$ cat src/rtl/pri_enum_64b.sv
// Sequential set-bit enumerator: latches a 64-bit mask and hands out its set bits lowest-first.
// Optional remaining-bit counter output count_o is enabled by defining PRI_ENUM_CNT_EN.
module pri_enum_64b (
   input  logic        clk_i,
   input  logic        rst_n_i,
   input  logic        init_i,
   input  logic [63:0] data_i,
   input  logic        ready_i,
   output logic        valid_o,
   output logic [63:0] onehot_o,
   output logic [5:0]  index_o,
   output logic        last_o,
   output logic        busy_o,
   output logic        done_o
`ifdef PRI_ENUM_CNT_EN
   ,
   output logic [6:0]  count_o
`endif
);

   localparam logic [1:0] S_IDLE = 2'd0;
   localparam logic [1:0] S_RUN  = 2'd1;
   localparam logic [1:0] S_FIN  = 2'd2;

   logic [1:0]  state_q, state_d;
   logic [63:0] mask_q, mask_d;
   logic [63:0] grant_w;
   logic [63:0] rem_w;
   logic        last_w;
   logic        run_w;
   logic [5:0]  idx_w;

   assign run_w   = (state_q == S_RUN);
   assign grant_w = mask_q & (~mask_q + 64'd1);
   assign rem_w   = mask_q & (mask_q - 64'd1);
   assign last_w  = (rem_w == 64'd0);

   always_comb begin
      idx_w = 6'd0;
      for (int i = 0; i < 64; i++) begin
         if (grant_w[i]) idx_w = 6'(i);
      end
   end

   always_comb begin
      state_d = state_q;
      mask_d  = mask_q;
      case (state_q)
         S_IDLE: begin
            if (init_i) begin
               if (data_i != 64'd0) begin
                  mask_d  = data_i;
                  state_d = S_RUN;
               end else begin
                  state_d = S_FIN;
               end
            end
         end
         S_RUN: begin
            if (ready_i) begin
               if (last_w) begin
                  mask_d  = 64'd0;
                  state_d = S_FIN;
               end else begin
                  mask_d = rem_w;
               end
            end
         end
         S_FIN: state_d = S_IDLE;
         default: begin
            state_d = S_IDLE;
            mask_d  = 64'd0;
         end
      endcase
   end

   always_ff @(posedge clk_i or negedge rst_n_i) begin
      if (!rst_n_i) begin
         state_q <= S_IDLE;
         mask_q  <= 64'd0;
      end else begin
         state_q <= state_d;
         mask_q  <= mask_d;
      end
   end

   // Outputs decode registered state only; no input reaches them combinationally.
   assign valid_o  = run_w;
   assign onehot_o = run_w ? grant_w : 64'd0;
   assign index_o  = run_w ? idx_w : 6'd0;
   assign last_o   = run_w & last_w;
   assign busy_o   = (state_q != S_IDLE);
   assign done_o   = (state_q == S_FIN);

`ifdef PRI_ENUM_CNT_EN
   logic [6:0] count_q, count_d;

   function automatic logic [6:0] popcount64(input logic [63:0] v);
      logic [6:0] c;
      c = 7'd0;
      for (int i = 0; i < 64; i++) begin
         c = c + {6'd0, v[i]};
      end
      return c;
   endfunction

   always_comb begin
      count_d = count_q;
      case (state_q)
         S_IDLE:  if (init_i) count_d = popcount64(data_i);
         S_RUN:   if (ready_i) count_d = count_q - 7'd1;
         default: count_d = 7'd0;
      endcase
   end

   always_ff @(posedge clk_i or negedge rst_n_i) begin
      if (!rst_n_i) count_q <= 7'd0;
      else          count_q <= count_d;
   end

   assign count_o = count_q;
`endif

endmodule

$ cat config.mk
export PLATFORM = sky130hd
export DESIGN_NAME = pri_enum_64b
export DESIGN_NICKNAME = d
export VERILOG_FILES = /design/src/rtl/pri_enum_64b.sv
export SDC_FILE = /design/constraint.sdc
export NUM_CORES = 1
export LEC_CHECK = 0
export ABC_AREA = 1
export BUFFER_PORTS_ARGS = -buffer_cell sky130_fd_sc_hd__buf_2
export CORE_AREA = 2 2 121 123
export DETAILED_ROUTE_END_ITERATION = 10
export DIE_AREA = 0 0 123 125
export PLACE_DENSITY_LB_ADDON = 0.3
export SYNTH_ARGS = -nofsm -noshare
export SYNTH_HDL_FRONTEND = slang
export SYNTH_SLANG_ARGS = --single-unit
$ cat constraint.sdc
create_clock -name clk_i -period 4 [get_ports clk_i]
set_input_delay 0.6 -clock clk_i [delete_from_list [all_inputs] [get_ports clk_i]]
set_output_delay 0.6 -clock clk_i [all_outputs]
set_load 0.01 [all_outputs]
Word level (Yosys, flattened, before mapping)
Index checks and enable logic that the tools add are counted.
{"block": "word_totals", "elab_cells": 96, "output_inout_bits": 74, "in_bits": 68, "regBits": 66}
{"block": "classes", "n_reduce_logical": 6, "addsub": 2, "n_eq_ne": 6, "bitwise": 5, "n_mux": 75}
{"op": "$mux 6", "n": 62}
{"op": "$mux 64", "n": 5}
{"op": "$pmux 64 s3", "n": 1}
{"op": "$and 64x64->64", "n": 2}
{"op": "$add 64x1->64 const B", "n": 1}
{"op": "$logic_not 64->1", "n": 1}
{"op": "$not 64->64", "n": 1}
{"op": "$reduce_bool 64->1", "n": 1}
{"op": "$sub 64x1->64 const B", "n": 1}
{"op": "$mux 2", "n": 5}
{"op": "$ne 2x2->1 const B", "n": 4}
{"op": "$pmux 2 s2", "n": 1}
{"op": "$reduce_and 4->1", "n": 1}
{"op": "$reduce_and 3->1", "n": 1}
{"op": "$eq 2x1->1 const B", "n": 1}
{"op": "$eq 2x2->1 const B", "n": 1}
{"op": "$logic_not 2->1", "n": 1}
{"op": "$reduce_bool 2->1", "n": 1}
{"op": "$and 1x1->1", "n": 1}
{"op": "$mux 1", "n": 1}
{"op": "$not 1->1", "n": 1}

Logic depth before layout (Yosys ltp)
{"block": "logic_depth", "ltp_word": 67, "mapped_depth": 23, "depth_no_buf": 23}

Worst setup path after synthesis
Ideal clock, no wire load.
{"block": "synth_path", "path_kind": "reg-to-output", "start": "register mask_q[1]", "end": "output last_o", "slack_ps": 811, "arrival_time_ps": 2589, "path_stages_with_launch": 20, "required_ps": 3400, "n_path_buf": 0, "cell_sequence": "dfrtp_1 nor2_4 nand2_4 nor2_8 nand4_4 nor2_8 nand4_4 nor2_4 nand2_4 nor2_4 nand2_2 nor2_4 nand2_2 nor3_4 nand2_2 nand2_2 nand4_2 nor3_2 nand3_1 nor2_1"}
{"block": "synth_between", "elab_chain_len": 4}
{"element": "start: declaration", "line": "26", "text": "logic [63:0] mask_q, mask_d;"}
{"element": "start signal: assignment", "line": "83", "text": "mask_q <= mask_d;"}
{"element": "$sub 64x1->64", "line": "35", "text": "assign rem_w = mask_q & (mask_q - 64'd1);"}
{"element": "$and 64x64->64 *", "line": "35"}
{"element": "$logic_not 64->1 *", "line": "36", "text": "assign last_w = (rem_w == 64'd0);"}
{"element": "$and 1x1->1 *", "line": "91", "text": "assign last_o = run_w & last_w;"}
{"element": "end: declaration", "line": "12", "text": "output logic last_o,"}
Mark *: on every way between the ends. The rest lies on a longest branch, timed or not.

Worst setup path in the final report
{"block": "layout_path", "start": "register mask_q[13]", "end": "output last_o"}
Same word-level chain as after synthesis.

==> impl_metrics.py <==
metrics = {
    "power": {
        "total_power_mw": 7.09,
        "power_density_nw_per_um2": 977,
        "ir_worst_vdd_mv": 0.391,
        "p_leak_nw": 3.82,
    },
    "min_path": {
        "hold_path.class": "in2async",
    },
    "clock_tree": {
        "clk_pin_slew_ps": 60,
        "cts.path.max_buffers": 2,
        "clk-insertion-delay-late_ps": 350,
        "cts_tree": "done",
        "cts_buffers": 9,
        "root_buffer": "clkbuf_16",
        "clock-sinks": 66,
        "htreeDepth": 3,
    },
    "die": {
        "ios": 142,
        "start_util_pct": 39.2,
        "die_w_um": 123,
        "core_um2": 14200,
        "row_count": 44,
        "die_area_um2": 15400,
        "fp.dieH_um": 125,
    },
    "route": {
        "wire_per_inst_um": 16.0,
        "vias": 6775,
        "drt_pass1_iterations": 5,
        "drcViolationCount": 0,
        "totalWireLength_mm": 20.4,
        "drtIter0Drc": 731,
        "final_antenna_net_count": 0,
        "viasPerCell": 5.33,
    },
    "critical_path": {
        "cp_num_cells": 20,
        "reg2reg_slack_ps": 950,
        "worst_ep_arrival_time_ps": 3310,
        "cp-start-kind": "register",
        "slowest_stage": "dfrtp_2",
        "crit_fanout": 4,
        "path_cells": "nor2_4 -> nand2_1 -> nor2_4 -> nand4_4 -> nor2_8 -> nand4_4 -> nor2_4 -> nand2_4 -> nor2_4 -> nand2_4 -> nor2_4 -> nand2_2 -> nor3_4 -> nor2_1 -> inv_1 -> nand3_1 -> nor3_1 -> nand3_2 -> nor2_1 -> buf_2",
        "required_ps": 3400,
        "critPathMaxStageDelay_ps": 430,
        "r2r_end": "state_q[0]",
        "r2r_start": "mask_q[13]",
        "rr_worst_depth": 20,
        "crit_top_cell": "nor2_4",
        "path_buf_inv": 2,
        "criticalPathCategory": "reg2out",
        "startpoint": "mask_q[13]",
        "path_delay_family": "simple AND/OR/NAND/NOR gates",
        "worstSetupEndpointType": "output port",
        "worstSetupEndpoint": "last_o",
    },
    "timing": {
        "finalCriticalPeriod_ps": 3910,
        "grt_setup_unrepaired": "yes",
        "fmax_mhz": 256,
        "worst_pin_slew_ps": 966,
        "slew_violations": 0,
        "layout_setup_ws_ps": 92.3,
        "min_period_over_period_pct": 97.7,
        "slew_headroom_pct": 35.6,
        "skew_ps": 10.1,
        "setup-violations-final": 0,
        "hold_ws_ps": 304,
        "finalHoldViolCount": 0,
    },
    "logic_synthesis": {
        "ys.flop_type": "dfrtp_1",
        "synth_compound_area_share_pct": 12.9,
        "ys_top_cells_by_count": "nand2_1 (280), nor2_1 (139), o21ai_0 (116), inv_1 (99), dfrtp_1 (66)",
        "synth-xor-area-share_pct": 0,
        "synth_most_common_cell": "nand2_1",
        "synth_area_um2": 5560,
        "synth_area_leaders": "dfrtp_1 (30%), nand2_1 (19%), o21ai_0 (10%)",
        "synth.avg_cell_area_um2": 6.06,
        "ys_async_sr_fraction_pct": 100,
        "yosys.area_share.simple_pct": 48.1,
        "synth_top_family_by_area": "simple AND/OR/NAND/NOR gates",
        "synth.area.mux_share_pct": 0,
        "post-synth-top-area-fraction_pct": 29.7,
        "synth_cell_types": 41,
        "synth_top_area_cell": "dfrtp_1",
        "ys_ff_latch": 66,
        "yosysSeqAreaShare_pct": 29.7,
        "synth_edf_count": 0,
        "yosysWarnings": 0,
        "synth_nets": 985,
        "synthCells": 917,
        "synth_fa_ha_area_share_pct": 0,
    },
    "grt": {
        "overflow": 0,
        "grt_usage_pct": 26.5,
        "met1_usage_pct": 38.0,
        "grt_pass1_vias": 6257,
        "met2_usage_pct": 39.7,
        "antenna_found_initial": 0,
        "grt_max_degree": 101,
        "grt.met3_usage_pct": 4.38,
        "top_usage_layer": "met2",
        "grt_pass1_wl_mm": 31.9,
    },
    "layout": {
        "drive_gt1_share_pct": 27.4,
        "multi_input_area_um2": 3600,
        "num-fill-cells": 1480,
        "nets": 1151,
        "area_delta_synth_final_pct": 30.4,
        "final-instance-count-excl-fill": 1272,
        "fin_util_pct": 51.1,
        "diodes": 0,
        "regArea_um2": 1660,
    },
    "place": {
        "io_buffer_count": 141,
        "dp_slack_ps": 202,
        "gp_congestion": 0.954,
        "dp_hpwl_mm": 15.2,
        "placed_cells": 1218,
    },
    "flow_run": {
        "maxCapViolCount": 0,
    },
    "run_status": {
        "outcome": "completed",
    },
}
==> through the flow <==
stage / setup TNS (ps) / area, µm²
2_1_floorplan: 0 / 5560
3_3_place_gp: 0 / 6450
3_5_place_dp: 0 / 6450
4_1_cts: 0 / 6950
5_1_grt: -243 / 7250
6_report: 0 / 7250
==> area by class of cell <==
class / count / share of cell area, %
Multi-Input combinational cell: 713 / 49.6
Sequential cell: 66 / 22.9
Timing Repair Buffer: 189 / 14.8
Inverter: 104 / 5.42
Clock buffer: 11 / 3.35
Tap cell: 184 / 3.17
Clock inverter: 5 / 0.742
==> state kept, by name, summed over array words and instances, names as in the netlist <==
name	flops
mask_q	64
state_q	2
==> power by group <==
part	leakage, nW	internal, mW	switching [mW]
Clock	0.149	0.497	0.320
Sequential	0.876	0.936	0.327
Combinational	2.79	1.76	3.25
==> what timing repair did <==
item	CTS	global route
buffers inserted	19	19
pin swaps	16	31
gates resized for setup	19	48
hold buffers	0	0
setup endpoints to repair	4	7
==> worst min-delay path by stage <==
| stage | from | end | slack (ps) | cells past startpoint |
|---|---|---|---|---|
| 4_1_cts | rst_n_i | mask_q[5] | 330 | 1 |
| 2_1_floorplan | rst_n_i | mask_q[0] | 300 | 0 |
| 3_5_place_dp | mask_q[12] | mask_q[12] | 520 | 2 |
| 5_1_grt | rst_n_i | mask_q[5] | 370 | 1 |
| 3_3_place_gp | mask_q[12] | mask_q[12] | 520 | 2 |
| 6_report | rst_n_i | mask_q[5] | 300 | 1 |
==> layout by cell type, fill, tap and decap left out, types with 3 or more instances in the layout <==
master     netlist  layout
a21oi_1          8       8
a22o_1           4       4
buf_2            1     141
buf_4            0      46
clkbuf_16        0       9
clkinv_2         1       5
dfrtp_1         66      59
dfrtp_2          0       7
inv_1           99      94
inv_2            3       8
nand2_1        280     273
nand2_2          6      12
nand2_4          6       7
nand3_1         33      25
nand3_2          1       7
nand4_1         30      30
nor2_1         139     123
nor2_2           8      16
nor2_4           6      14
nor2_8           3       3
nor3_1          26      24
nor4_1          25      24
o21ai_0        116     112
o21ai_1          0       3
==> kinds of logic after synthesis <==
kind of cell / count (synthesis)
AOI/OAI and AO/OA: 136
buffers and inverters: 138
DFF: 66
and+or+nand+nor: 577
==> metal layers <==
layer  up-vias  part of all wire [%]
li1       3324                     -
met1      3112                    44
met2       298                    45
met3        41                   8.0
met4         0                   2.9
met5         -                     0
Power figures use the tool's default switching activity.
